==> src/rtl/alu_pkg.sv <==
// Shared constants for the execute-stage ALU: op codes and FSM state encoding.
// ALU control imports the same op-code constants so both ends agree on encoding.
package alu_pkg;

   localparam logic [2:0] ALU_AND = 3'b000;
   localparam logic [2:0] ALU_OR  = 3'b001;
   localparam logic [2:0] ALU_ADD = 3'b010;
   localparam logic [2:0] ALU_MUL = 3'b100;
   localparam logic [2:0] ALU_SUB = 3'b110;

   typedef enum logic {
      IDLE = 1'b0,
      BUSY = 1'b1
   } alu_state_t;

   // True for the only multi-cycle op code.
   function automatic logic is_mul(input logic [2:0] op);
      return (op == ALU_MUL);
   endfunction

endpackage

==> src/rtl/alu_mc_if.sv <==
// Operand/result bundle between the ID/EX stage and the execute ALU.
// master = upstream pipeline driving operands, slave = alu_mc.
// With ALU_OVF_EN defined the bundle also carries the registered overflow flag ovf_o.
interface alu_mc_if #(
   parameter int WIDTH = 32
) ();
   logic             valid_i;
   logic [2:0]       ALUCtrl_i;
   logic [WIDTH-1:0] data1_i;
   logic [WIDTH-1:0] data2_i;
   logic             flush_i;
   logic [WIDTH-1:0] data_o;
   logic             zero_o;
   logic             valid_o;
   logic             stall_o;
`ifdef ALU_OVF_EN
   logic             ovf_o;

   modport master (
      output valid_i, ALUCtrl_i, data1_i, data2_i, flush_i,
      input  data_o, zero_o, valid_o, stall_o, ovf_o
   );
   modport slave (
      input  valid_i, ALUCtrl_i, data1_i, data2_i, flush_i,
      output data_o, zero_o, valid_o, stall_o, ovf_o
   );
`else
   modport master (
      output valid_i, ALUCtrl_i, data1_i, data2_i, flush_i,
      input  data_o, zero_o, valid_o, stall_o
   );
   modport slave (
      input  valid_i, ALUCtrl_i, data1_i, data2_i, flush_i,
      output data_o, zero_o, valid_o, stall_o
   );
`endif
endinterface

==> src/rtl/alu_mc_mul_iter.sv <==
// Iterative shift-add multiplier: one partial product per clock, WIDTH clocks total.
// o_done is raised combinationally on the last iteration; o_product is the final
// accumulate value for that same edge, so the parent can register it directly.
module mul_iter #(
   parameter int WIDTH = 32
) (
   input  logic             clk_i,
   input  logic             rst_n_i,
   input  logic             i_start,
   input  logic             i_run,
   input  logic             i_abort,
   input  logic [WIDTH-1:0] i_a,
   input  logic [WIDTH-1:0] i_b,
   output logic             o_done,
   output logic [WIDTH-1:0] o_product
);
   localparam int CNT_W = (WIDTH > 1) ? $clog2(WIDTH) : 1;
   localparam logic [CNT_W-1:0] LAST_CNT = CNT_W'(WIDTH - 1);

   logic [WIDTH-1:0] r_mcand;
   logic [WIDTH-1:0] r_mplier;
   logic [WIDTH-1:0] r_acc;
   logic [CNT_W-1:0] r_cnt;
   logic [WIDTH-1:0] w_acc_next;

   assign w_acc_next = r_mplier[0] ? (r_acc + r_mcand) : r_acc;
   assign o_done     = i_run && (r_cnt == LAST_CNT);
   assign o_product  = w_acc_next;

   // Load operands on start, then shift and accumulate once per edge while running.
   always_ff @(posedge clk_i or negedge rst_n_i) begin
      if (!rst_n_i) begin
         r_mcand  <= '0;
         r_mplier <= '0;
         r_acc    <= '0;
         r_cnt    <= '0;
      end else if (i_abort) begin
         r_cnt <= '0;
      end else if (i_start) begin
         r_mcand  <= i_a;
         r_mplier <= i_b;
         r_acc    <= '0;
         r_cnt    <= '0;
      end else if (i_run) begin
         r_acc    <= w_acc_next;
         r_mcand  <= r_mcand << 1;
         r_mplier <= {1'b0, r_mplier[WIDTH-1:1]};
         r_cnt    <= o_done ? '0 : (r_cnt + 1'b1);
      end
   end

endmodule

==> src/rtl/alu_mc.sv <==
// Execute-stage ALU: single-cycle and/or/add/sub plus an iterative multiply.
// Results, zero flag and a one-cycle valid strobe are registered for EX/MEM.
// stall_o holds the upstream pipeline while a multiply is running.
// Optional: define ALU_OVF_EN to add the registered signed-overflow flag ovf_o.
module alu_mc
   import alu_pkg::*;
#(
   parameter int WIDTH = 32
) (
   input  logic    clk_i,
   input  logic    rst_n_i,
   alu_mc_if.slave bus
);
   alu_state_t       r_state;
   alu_state_t       w_state_next;

   logic [WIDTH-1:0] r_data;
   logic             r_zero;
   logic             r_valid;

   logic             w_accept;
   logic             w_start_mul;
   logic             w_accept_alu;
   logic             w_busy;
   logic             w_mul_done;
   logic [WIDTH-1:0] w_product;
   logic [WIDTH-1:0] w_alu_res;

   // New work is only taken in IDLE and never on a flush edge.
   assign w_busy       = (r_state == BUSY);
   assign w_accept     = (r_state == IDLE) && bus.valid_i && !bus.flush_i;
   assign w_start_mul  = w_accept && is_mul(bus.ALUCtrl_i);
   assign w_accept_alu = w_accept && !is_mul(bus.ALUCtrl_i);

   // Single-cycle datapath; unrecognised codes fall through to add.
   always_comb begin
      w_alu_res = bus.data1_i + bus.data2_i;
      case (bus.ALUCtrl_i)
         ALU_AND: w_alu_res = bus.data1_i & bus.data2_i;
         ALU_OR:  w_alu_res = bus.data1_i | bus.data2_i;
         ALU_SUB: w_alu_res = bus.data1_i - bus.data2_i;
         default: w_alu_res = bus.data1_i + bus.data2_i;
      endcase
   end

   mul_iter #(
      .WIDTH (WIDTH)
   ) u_mul_iter (
      .clk_i     (clk_i),
      .rst_n_i   (rst_n_i),
      .i_start   (w_start_mul),
      .i_run     (w_busy),
      .i_abort   (bus.flush_i),
      .i_a       (bus.data1_i),
      .i_b       (bus.data2_i),
      .o_done    (w_mul_done),
      .o_product (w_product)
   );

   // FSM state register.
   always_ff @(posedge clk_i or negedge rst_n_i) begin
      if (!rst_n_i) begin
         r_state <= IDLE;
      end else begin
         r_state <= w_state_next;
      end
   end

   // Next state: flush beats both a new mul and mul completion.
   always_comb begin
      w_state_next = r_state;
      case (r_state)
         IDLE: if (w_start_mul) w_state_next = BUSY;
         BUSY: if (bus.flush_i || w_mul_done) w_state_next = IDLE;
         default: w_state_next = IDLE;
      endcase
   end

   // Result registers: update on a single-cycle op or on the final mul edge.
   always_ff @(posedge clk_i or negedge rst_n_i) begin
      if (!rst_n_i) begin
         r_data  <= '0;
         r_zero  <= 1'b0;
         r_valid <= 1'b0;
      end else if (bus.flush_i) begin
         r_valid <= 1'b0;
      end else if (w_accept_alu) begin
         r_data  <= w_alu_res;
         r_zero  <= (w_alu_res == '0);
         r_valid <= 1'b1;
      end else if (w_busy && w_mul_done) begin
         r_data  <= w_product;
         r_zero  <= (w_product == '0);
         r_valid <= 1'b1;
      end else begin
         r_valid <= 1'b0;
      end
   end

   assign bus.data_o  = r_data;
   assign bus.zero_o  = r_zero;
   assign bus.valid_o = r_valid;
   assign bus.stall_o = w_busy;

`ifdef ALU_OVF_EN
   logic r_ovf;
   logic w_ovf;

   // Signed overflow: add with like-signed operands, or sub with unlike-signed
   // operands, whose result sign differs from operand A.
   always_comb begin
      w_ovf = 1'b0;
      case (bus.ALUCtrl_i)
         ALU_AND, ALU_OR: w_ovf = 1'b0;
         ALU_SUB: w_ovf = (bus.data1_i[WIDTH-1] != bus.data2_i[WIDTH-1]) &&
                          (w_alu_res[WIDTH-1] != bus.data1_i[WIDTH-1]);
         default: w_ovf = (bus.data1_i[WIDTH-1] == bus.data2_i[WIDTH-1]) &&
                          (w_alu_res[WIDTH-1] != bus.data1_i[WIDTH-1]);
      endcase
   end

   // Overflow flag registered alongside data_o; multiplies always clear it.
   always_ff @(posedge clk_i or negedge rst_n_i) begin
      if (!rst_n_i) begin
         r_ovf <= 1'b0;
      end else if (bus.flush_i) begin
         r_ovf <= r_ovf;
      end else if (w_accept_alu) begin
         r_ovf <= w_ovf;
      end else if (w_busy && w_mul_done) begin
         r_ovf <= 1'b0;
      end
   end

   assign bus.ovf_o = r_ovf;
`endif

endmodule
==> src/flat_wrapper.sv <==
// flat-port wrapper written by rule: the top's interface ports become plain ports
module alu_mc_flat import alu_pkg::*;
#(
   parameter int WIDTH = 32
)
  (clk_i, rst_n_i, bus_valid_i, bus_ALUCtrl_i, bus_data1_i, bus_data2_i, bus_flush_i, bus_data_o, bus_zero_o, bus_valid_o, bus_stall_o);
  alu_mc_if #(.WIDTH(WIDTH)) bus_i ();
  input  logic clk_i;
  input  logic rst_n_i;
  input wire logic [$bits(bus_i.valid_i)-1:0] bus_valid_i;
  input wire logic [$bits(bus_i.ALUCtrl_i)-1:0] bus_ALUCtrl_i;
  input wire logic [$bits(bus_i.data1_i)-1:0] bus_data1_i;
  input wire logic [$bits(bus_i.data2_i)-1:0] bus_data2_i;
  input wire logic [$bits(bus_i.flush_i)-1:0] bus_flush_i;
  output wire logic [$bits(bus_i.data_o)-1:0] bus_data_o;
  output wire logic [$bits(bus_i.zero_o)-1:0] bus_zero_o;
  output wire logic [$bits(bus_i.valid_o)-1:0] bus_valid_o;
  output wire logic [$bits(bus_i.stall_o)-1:0] bus_stall_o;
  assign bus_i.valid_i = bus_valid_i;
  assign bus_i.ALUCtrl_i = bus_ALUCtrl_i;
  assign bus_i.data1_i = bus_data1_i;
  assign bus_i.data2_i = bus_data2_i;
  assign bus_i.flush_i = bus_flush_i;
  assign bus_data_o = bus_i.data_o;
  assign bus_zero_o = bus_i.zero_o;
  assign bus_valid_o = bus_i.valid_o;
  assign bus_stall_o = bus_i.stall_o;
  alu_mc #(.WIDTH(WIDTH)) u_core (.clk_i(clk_i), .rst_n_i(rst_n_i), .bus(bus_i));
endmodule
==> config.mk <==
export PLATFORM = sky130hd
export DESIGN_NAME = alu_mc_flat
export DESIGN_NICKNAME = d
export VERILOG_FILES = /design/src/rtl/alu_pkg.sv /design/src/rtl/alu_mc_if.sv /design/src/rtl/alu_mc_mul_iter.sv /design/src/rtl/alu_mc.sv /design/src/flat_wrapper.sv
export SDC_FILE = /design/constraint.sdc
export NUM_CORES = 1
export LEC_CHECK = 0
export ABC_AREA = 1
export CORE_UTILIZATION = 50
export CTS_BUF_LIST = sky130_fd_sc_hd__clkbuf_4 sky130_fd_sc_hd__clkbuf_8
export DETAILED_ROUTE_END_ITERATION = 12
export HOLD_SLACK_MARGIN = 0.08
export PLACE_DENSITY = 0.81
export SYNTH_ARGS = -nofsm -noshare
export SYNTH_HDL_FRONTEND = slang
export SYNTH_SLANG_ARGS = --single-unit
==> constraint.sdc <==
create_clock -name clk_i -period 2.8 [get_ports clk_i]
set_input_delay 0.56 -clock clk_i [delete_from_list [all_inputs] [get_ports clk_i]]
set_output_delay 0.56 -clock clk_i [all_outputs]
set_load 0.01 [all_outputs]
==> Word-level counts from Yosys, hierarchy flattened <==
Cells that the tools add are included.
{ "word_totals": {"reg_bits": 136, "inputBits": 71, "out_inout_bits": 35, "word_cells": 59} }
{ "classes": {"addsub": 4, "muxes": 22, "eq_ne": 4, "bitwise_logic": 4, "n_reduce_logical": 17} }
{ "ops": {"columns": ["cell", "n"], "rows": [
  ["32-bit two-way mux", 9],
  ["32-bit case mux with 3 select lines", 1],
  ["32-bit adder", 2],
  ["32-bit zero test", 2],
  ["32-bit AND", 1],
  ["32-bit OR", 1],
  ["32-bit subtractor", 1],
  ["5-bit two-way mux", 4],
  ["1-bit two-way mux", 7],
  ["3-bit == test, second input constant", 2],
  ["1-bit logical AND", 6],
  ["5-bit by 1-bit adder with 5-bit output, second input constant", 1],
  ["5-bit == test, second input constant", 1],
  ["2-bit AND reduction", 2],
  ["2-bit nonzero test", 2],
  ["3-bit by 1-bit == test with 1-bit output, second input constant", 1],
  ["3-bit zero test", 1],
  ["3-bit nonzero test", 1],
  ["1-bit zero test", 2],
  ["1-bit inverter", 2],
  ["1-bit case mux with 2 select lines", 1],
  ["1-bit logical OR", 1]
]} }

==> Logic depth before layout (Yosys ltp) <==
{ "logic_depth": {"word_depth": 6, "ltp_mapped": 32, "ltp_nobuf": 32} }

==> Hierarchy <==
Synthesis repeated with hierarchy kept, for this count alone.
{ "unflattened": {"cells_unflattened": 2173, "area_unflattened_um2": 13197.7} }
{ "modules_own_cells": {"columns": ["module", "area_per_inst_um2", "instances", "seq_area_each_um2", "cells_per_inst"], "rows": [
  ["mul_iter", 7382.1, 1, 2527.4, 1098],
  ["alu_mc", 5815.6, 1, 875.8, 1075]
]} }

==> Worst setup path after synthesis <==
OpenSTA, ideal clock, no wires.
{ "synth_timing": {"kind": "input to register", "start": "input bus_data2_i[0]", "end": "register u_core.r_zero (netlist: u_core.bus.zero_o)", "n_path_buf": 0, "setup_ns": 0.065, "stages": 29, "path_slack_ns": -0.751, "t_required_ns": 2.735, "arrival_time_ns": 3.486, "path_cell_list": "inv_1 > ha_1 > inv_1 > nor3_2 > nand3_1 > nor3_2 > nand3_1 > nor2_2 > nand3_1 > inv_1 > a41oi_1 > a21oi_2 > xor2_1 > ha_1 > inv_1 > o21ai_0 > a21oi_1 > nand2_1 > a21oi_1 > nand3_1 > nand3_1 > nand2_1 > nor2_1 > nand3_1 > nor2_1 > nand3_1 > nand2_1 > nand2_1 > nand2_1"} }
{ "synth_between": {"elab_chain_len": 4, "elab_cells_between_ends": 7, "cone_classes": "add/sub (2); mux (2); bitwise (2); reduce/logical (1)"} }
{ "synth_rtl": {"columns": ["item", "line", "text"], "rows": [
  ["start, declared", "flat_wrapper.sv:13", "input wire logic [$bits(bus_i.data2_i)-1:0] bus_data2_i;"],
  ["32-bit adder, or another cell as far along", null, null],
  ["32-bit case mux with 3 select lines (*)", "alu_mc.sv:38", "case (bus.ALUCtrl_i)"],
  ["32-bit zero test (*)", "alu_mc.sv:89", "r_zero <= (w_alu_res == '0);"],
  ["1-bit two-way mux (*)", "alu_mc.sv:87", "end else if (w_accept_alu) begin"],
  ["end signal, assigned", "alu_mc.sv:89", null],
  ["end signal, assigned", "alu_mc.sv:93", "r_zero <= (w_product == '0);"],
  ["end, declared", "alu_mc.sv:18", "logic r_zero;"]
]} }
Every way passes the cells marked *; elsewhere a longest branch is shown, timed or not.
A chain may end at the register's enable or synchronous reset.

==> Worst setup path in the final report <==
Same ends and word-level chain as after synthesis.

==> impl_table.tex <==
\begin{tabular}{lr}
\hline
Metric & Value \\
\hline
\multicolumn{2}{l}{\textbf{STA}} \\
\quad Number of hold violations in the final report & 0 \\
\quad Max-slew violation total from the final report & 0 \\
\quad Setup ws final & -0.969 ns \\
\quad Transition time of the tightest slew-check pin & 0.534 ns \\
\quad Number of endpoints failing setup at the final stage & 23 \\
\quad Portion of the clock cycle consumed by the worst path in the final layout & 135\% \\
\quad Rel. slew slack & 64.4\% \\
\quad Highest Clock Rate & 265 MHz \\
\quad Minimum clock period after layout & $\sim$3.8 ns \\
\quad Unrepaired setup endpoints after global routing & yes \\
\quad Clock tree skew after final layout & 0.0229 ns \\
\multicolumn{2}{l}{\textbf{Synth}} \\
\quad Most frequently used flop master after synthesis & sky130\_fd\_sc\_hd\_\_dfrtp\_1 \\
\quad Count of synthesis-stage warnings from yosys & 0 \\
\quad Post-Synthesis Mean Instance Area & 6.15 um2 \\
\quad Cell types with the largest area share after synthesis & sky130\_fd\_sc\_hd\_\_dfrtp\_1, sky130\_fd\_sc\_hd\_\_nand2\_1, sky130\_fd\_sc\_hd\_\_nor2\_1, sky130\_fd\_sc\_hd\_\_inv\_1, sky130\_fd\_sc\_hd\_\_ha\_1 \\
\quad Biggest area consumer among synthesized cells & sky130\_fd\_sc\_hd\_\_dfrtp\_1 \\
\quad Number of flip-flops and latches in the synthesized netlist & 136 \\
\quad Unique masters post-synth & 47 \\
\quad Sequential-to-total area share from yosys stat & between 20 and 30\% \\
\quad Number of standard cells after synthesis & 2013 \\
\quad Net Count, Synth & $\sim$2200 \\
\quad Dominant cell by count in the synthesized netlist & sky130\_fd\_sc\_hd\_\_nand2\_1 \\
\quad Top cell type's share of synthesized area & 27.5\% \\
\quad Mapped Area & roughly 0.012 mm2 \\
\quad Synth top cells by count & sky130\_fd\_sc\_hd\_\_nand2\_1, sky130\_fd\_sc\_hd\_\_nor2\_1, sky130\_fd\_sc\_hd\_\_inv\_1 \\
\quad Number of enable-type register cells in the synthesized netlist & 0 \\
\quad Proportion of register bits with asynchronous set or reset after synthesis & 100\% \\
\multicolumn{2}{l}{\textbf{CTS}} \\
\quad TritonCTS clock tree & yes \\
\quad Max Root-Sink Buffers & 2 \\
\quad Root Buffer & sky130\_fd\_sc\_hd\_\_clkbuf\_8 \\
\quad CTS sink count & 136 \\
\quad Clock buffer count from CTS & 17 \\
\quad Insertion delay of the later-clocked pin in the worst-skew pair & between 0.4 and 0.5 ns \\
\quad Clock-pin transition on the worst setup and hold timing paths & 0.11 ns \\
\quad \# H-tree levels & 4 \\
\multicolumn{2}{l}{\textbf{Power and ir drop}} \\
\quad Power after layout & 15.1 mW \\
\quad Largest voltage drop on the vdd net & 606 uV \\
\quad Static leakage & 9.16 nW \\
\quad Power density relative to cell area & 838 mW/mm2 \\
\multicolumn{2}{l}{\textbf{Floorplan}} \\
\quad Effective utilization at floorplan & between 50\% and 60\% \\
\quad DIE AREA & 0.0254 mm2 \\
\quad Core box area & 0.0243 mm2 \\
\quad Die X & 159 um \\
\quad Die outline height & around 160 um \\
\quad Standard-cell rows & 57 \\
\quad Top-level I/O count & around 110 \\
\multicolumn{2}{l}{\textbf{Critical path}} \\
\quad Critical path data arrival time & roughly 4.2 ns \\
\quad Critical path required time & 3.21 ns \\
\quad Worst setup SP type & input port \\
\quad Crit Path Max Fanout & 5 \\
\quad Max stage delay on crit path & 0.33 ns \\
\quad Critical path's most frequent cell & sky130\_fd\_sc\_hd\_\_nand2\_1 \\
\quad CP endpoint kind & flip-flop \\
\quad WS Path Type & input port to flip-flop \\
\quad Critical-path top delay cell & sky130\_fd\_sc\_hd\_\_ha\_4 \\
\multicolumn{2}{l}{\textbf{Layout}} \\
\quad Area growth from synthesis to layout & 45.7\% \\
\quad N\_diodes & 0 \\
\quad Proportion of layout cells with a drive suffix above 1 & 27.1\% \\
\quad Filler Cells Inserted & 1800 \\
\quad Nets & roughly 2500 \\
\multicolumn{2}{l}{\textbf{Routing}} \\
\quad DR DRC count & 2 \\
\quad Via count normalized by instance count & a little under 6 \\
\quad Count of antenna-violating nets left after detailed routing & 0 \\
\quad Number of vias in the routed layout & between 15000 and 20000 \\
\quad Detailed Route WL & 50500 um \\
\quad Iteration-0 DRC count of the detailed router & 1629 \\
\quad Detailed-routing iteration count for the pre-antenna-repair pass & 13 \\
\quad Wirelength per Cell & 18.4 um \\
\multicolumn{2}{l}{\textbf{Place}} \\
\quad Hpwl dp & 36400 um \\
\quad Worst slack at placement & -1.78 ns \\
\quad Final estimated routing congestion in global placement & 0.962 \\
\quad Buffers on Ports & 105 \\
\multicolumn{2}{l}{\textbf{Status}} \\
\quad Violations in the final reports & DRC, setup timing \\
\quad Run status & finished, violations left \\
\multicolumn{2}{l}{\textbf{Global routing}} \\
\quad Gr ovfl total & 0 \\
\quad Wire length of the first global-routing pass & 74200 um \\
\quad Pin count of the biggest net entering global routing & 65 \\
\quad Vias in the first global route & approximately 15000 \\
\quad Global-route usage over all layers & $\sim$37\% \\
\quad Number of antenna violations at the first check in global routing & 0 \\
\multicolumn{2}{l}{\textbf{Flow run}} \\
\quad Maximum capacitance violations & 0 \\
\multicolumn{2}{l}{\textbf{Hold path}} \\
\quad Hold crit path type & input port to flip-flop \\
\hline
\end{tabular}
[report_power, final]
part	leakage (nW)	switching (mW)	internal [mW]
clock network	0.204	0.989	0.771
logic	7.35	5.92	3.89
registers	1.61	0.736	2.82
total	9.16	7.65	7.48
[repair_timing]
item | CTS | global route
hold buffers | 1 | 0
pin swaps | 78 | 127
setup endpoints to repair | 29 | 31
hold endpoints to repair | 51 | 0
buffers inserted | 27 | 27
gates resized for setup | 125 | 248
[flip-flops by register name, summed over array words and instances (netlist names)]
signal,count
u_core.bus.data_o,32
u_core.u_mul_iter.r_acc,32
u_core.u_mul_iter.r_mcand,32
u_core.u_mul_iter.r_mplier,32
u_core.u_mul_iter.r_cnt,5
u_core.bus.stall_o,1
u_core.bus.valid_o,1
u_core.bus.zero_o,1
[path summary, 6_finish.rpt]
path | start | end | slack [ns] | cells after the start
worst max-delay path | bus_data2_i[0] | u_core.bus.zero_o$_DFFE_PN0P_ | -0.97 | 31
worst min-delay path | bus_data2_i[5] | u_core.u_mul_iter.r_mplier[5]$_DFFE_PN0P_ | 0.44 | 3
worst max register to register | u_core.u_mul_iter.r_mcand[0]$_DFFE_PN0P_ | u_core.bus.zero_o$_DFFE_PN0P_ | -0.02 | 19
worst min register to register | u_core.bus.data_o[11]$_DFFE_PN0P_ | u_core.bus.data_o[11]$_DFFE_PN0P_ | 0.49 | 2
max in group asynchronous | rst_n_i | u_core.u_mul_iter.r_mplier[28]$_DFFE_PN0P_ | 1.48 | 3
min in group asynchronous | rst_n_i | u_core.u_mul_iter.r_mplier[5]$_DFFE_PN0P_ | 0.60 | 2
[cells by family (layout without fill, tap and decap cells)]
kind of cell / Yosys count / in the layout / synth area share (%)
AOI/OAI and AO/OA: 308 / 308 / 14.6
xor gates and xnor gates: 31 / 31 / 2.19
adders and majority gates: 71 / 71 / 7.25
DFF: 136 / 136 / 27.5
buffers and inverters: 317 / 719 / 10.0
and+or+nand+nor: 1150 / 1150 / 38.5
[worst max-delay path, delay by kind of cell]
kind / cells / cell delay (ns)
adders and majority gates: 2 / 0.47
buffers and inverters: 7 / 0.59
xor gates and xnor gates: 1 / 0.15
AOI/OAI and AO/OA: 1 / 0.05
and+or+nand+nor: 20 / 2.34
[metrics by stage]
step	cell area, um2	setup TNS [ns]	std cells	hold WS [ns]	util (%)
floorplan	12600	-5.60	2013	0.264	-
global placement	16000	-37.15	2660	0.465	65.8
detailed placement	16000	-39.18	2660	0.468	65.8
CTS	17000	-16.09	2719	0.495	69.9
global route	18100	-18.09	2739	0.422	74.2
finish	18100	-14.80	2739	0.444	74.2
[cell usage in the layout (no fill, tap or decap), types with 10 or more instances in the layout]
cell	synthesis	routed
sky130_fd_sc_hd__a21oi_1	79	54
sky130_fd_sc_hd__a21oi_2	3	18
sky130_fd_sc_hd__a21oi_4	0	10
sky130_fd_sc_hd__a31oi_1	85	84
sky130_fd_sc_hd__buf_12	0	15
sky130_fd_sc_hd__buf_4	4	289
sky130_fd_sc_hd__buf_6	1	28
sky130_fd_sc_hd__clkbuf_8	1	18
sky130_fd_sc_hd__clkdlybuf4s50_1	0	91
sky130_fd_sc_hd__dfrtp_1	136	136
sky130_fd_sc_hd__ha_1	67	49
sky130_fd_sc_hd__ha_4	0	16
sky130_fd_sc_hd__inv_1	243	214
sky130_fd_sc_hd__inv_2	7	28
sky130_fd_sc_hd__nand2_1	644	564
sky130_fd_sc_hd__nand2_2	6	65
sky130_fd_sc_hd__nand2_4	0	20
sky130_fd_sc_hd__nand3_1	163	136
sky130_fd_sc_hd__nand3_2	3	24
sky130_fd_sc_hd__nand3b_1	16	16
sky130_fd_sc_hd__nand4_1	18	18
sky130_fd_sc_hd__nor2_1	263	215
sky130_fd_sc_hd__nor2_2	4	27
sky130_fd_sc_hd__nor2_4	1	26
sky130_fd_sc_hd__nor3_1	17	10
sky130_fd_sc_hd__o211ai_1	12	12
sky130_fd_sc_hd__o21ai_0	80	58
sky130_fd_sc_hd__o21ai_1	6	20
sky130_fd_sc_hd__o22ai_1	14	14
sky130_fd_sc_hd__xor2_1	31	28
[cell type report]
class	instances	area, um2	area share (%)
Multi-Input combinational cell	1560	9040	50.0
Timing Repair Buffer	437	3830	21.2
Sequential cell	136	3400	18.8
Inverter	250	975	5.40
Tap cell	324	405	2.25
Clock buffer	18	248	1.37
Clock inverter	14	155	0.859
[routing by layer]
layer  GRT usage, %  wire length (um)  up-vias
met1           50.0             20400     7385
met3           4.30              4280      206
met5              0                 0        -
li1               -                 -     7334
met2           60.8             23500      860
met4           12.8              2270        0
Note: power is estimated with default switching activity, not from simulation.
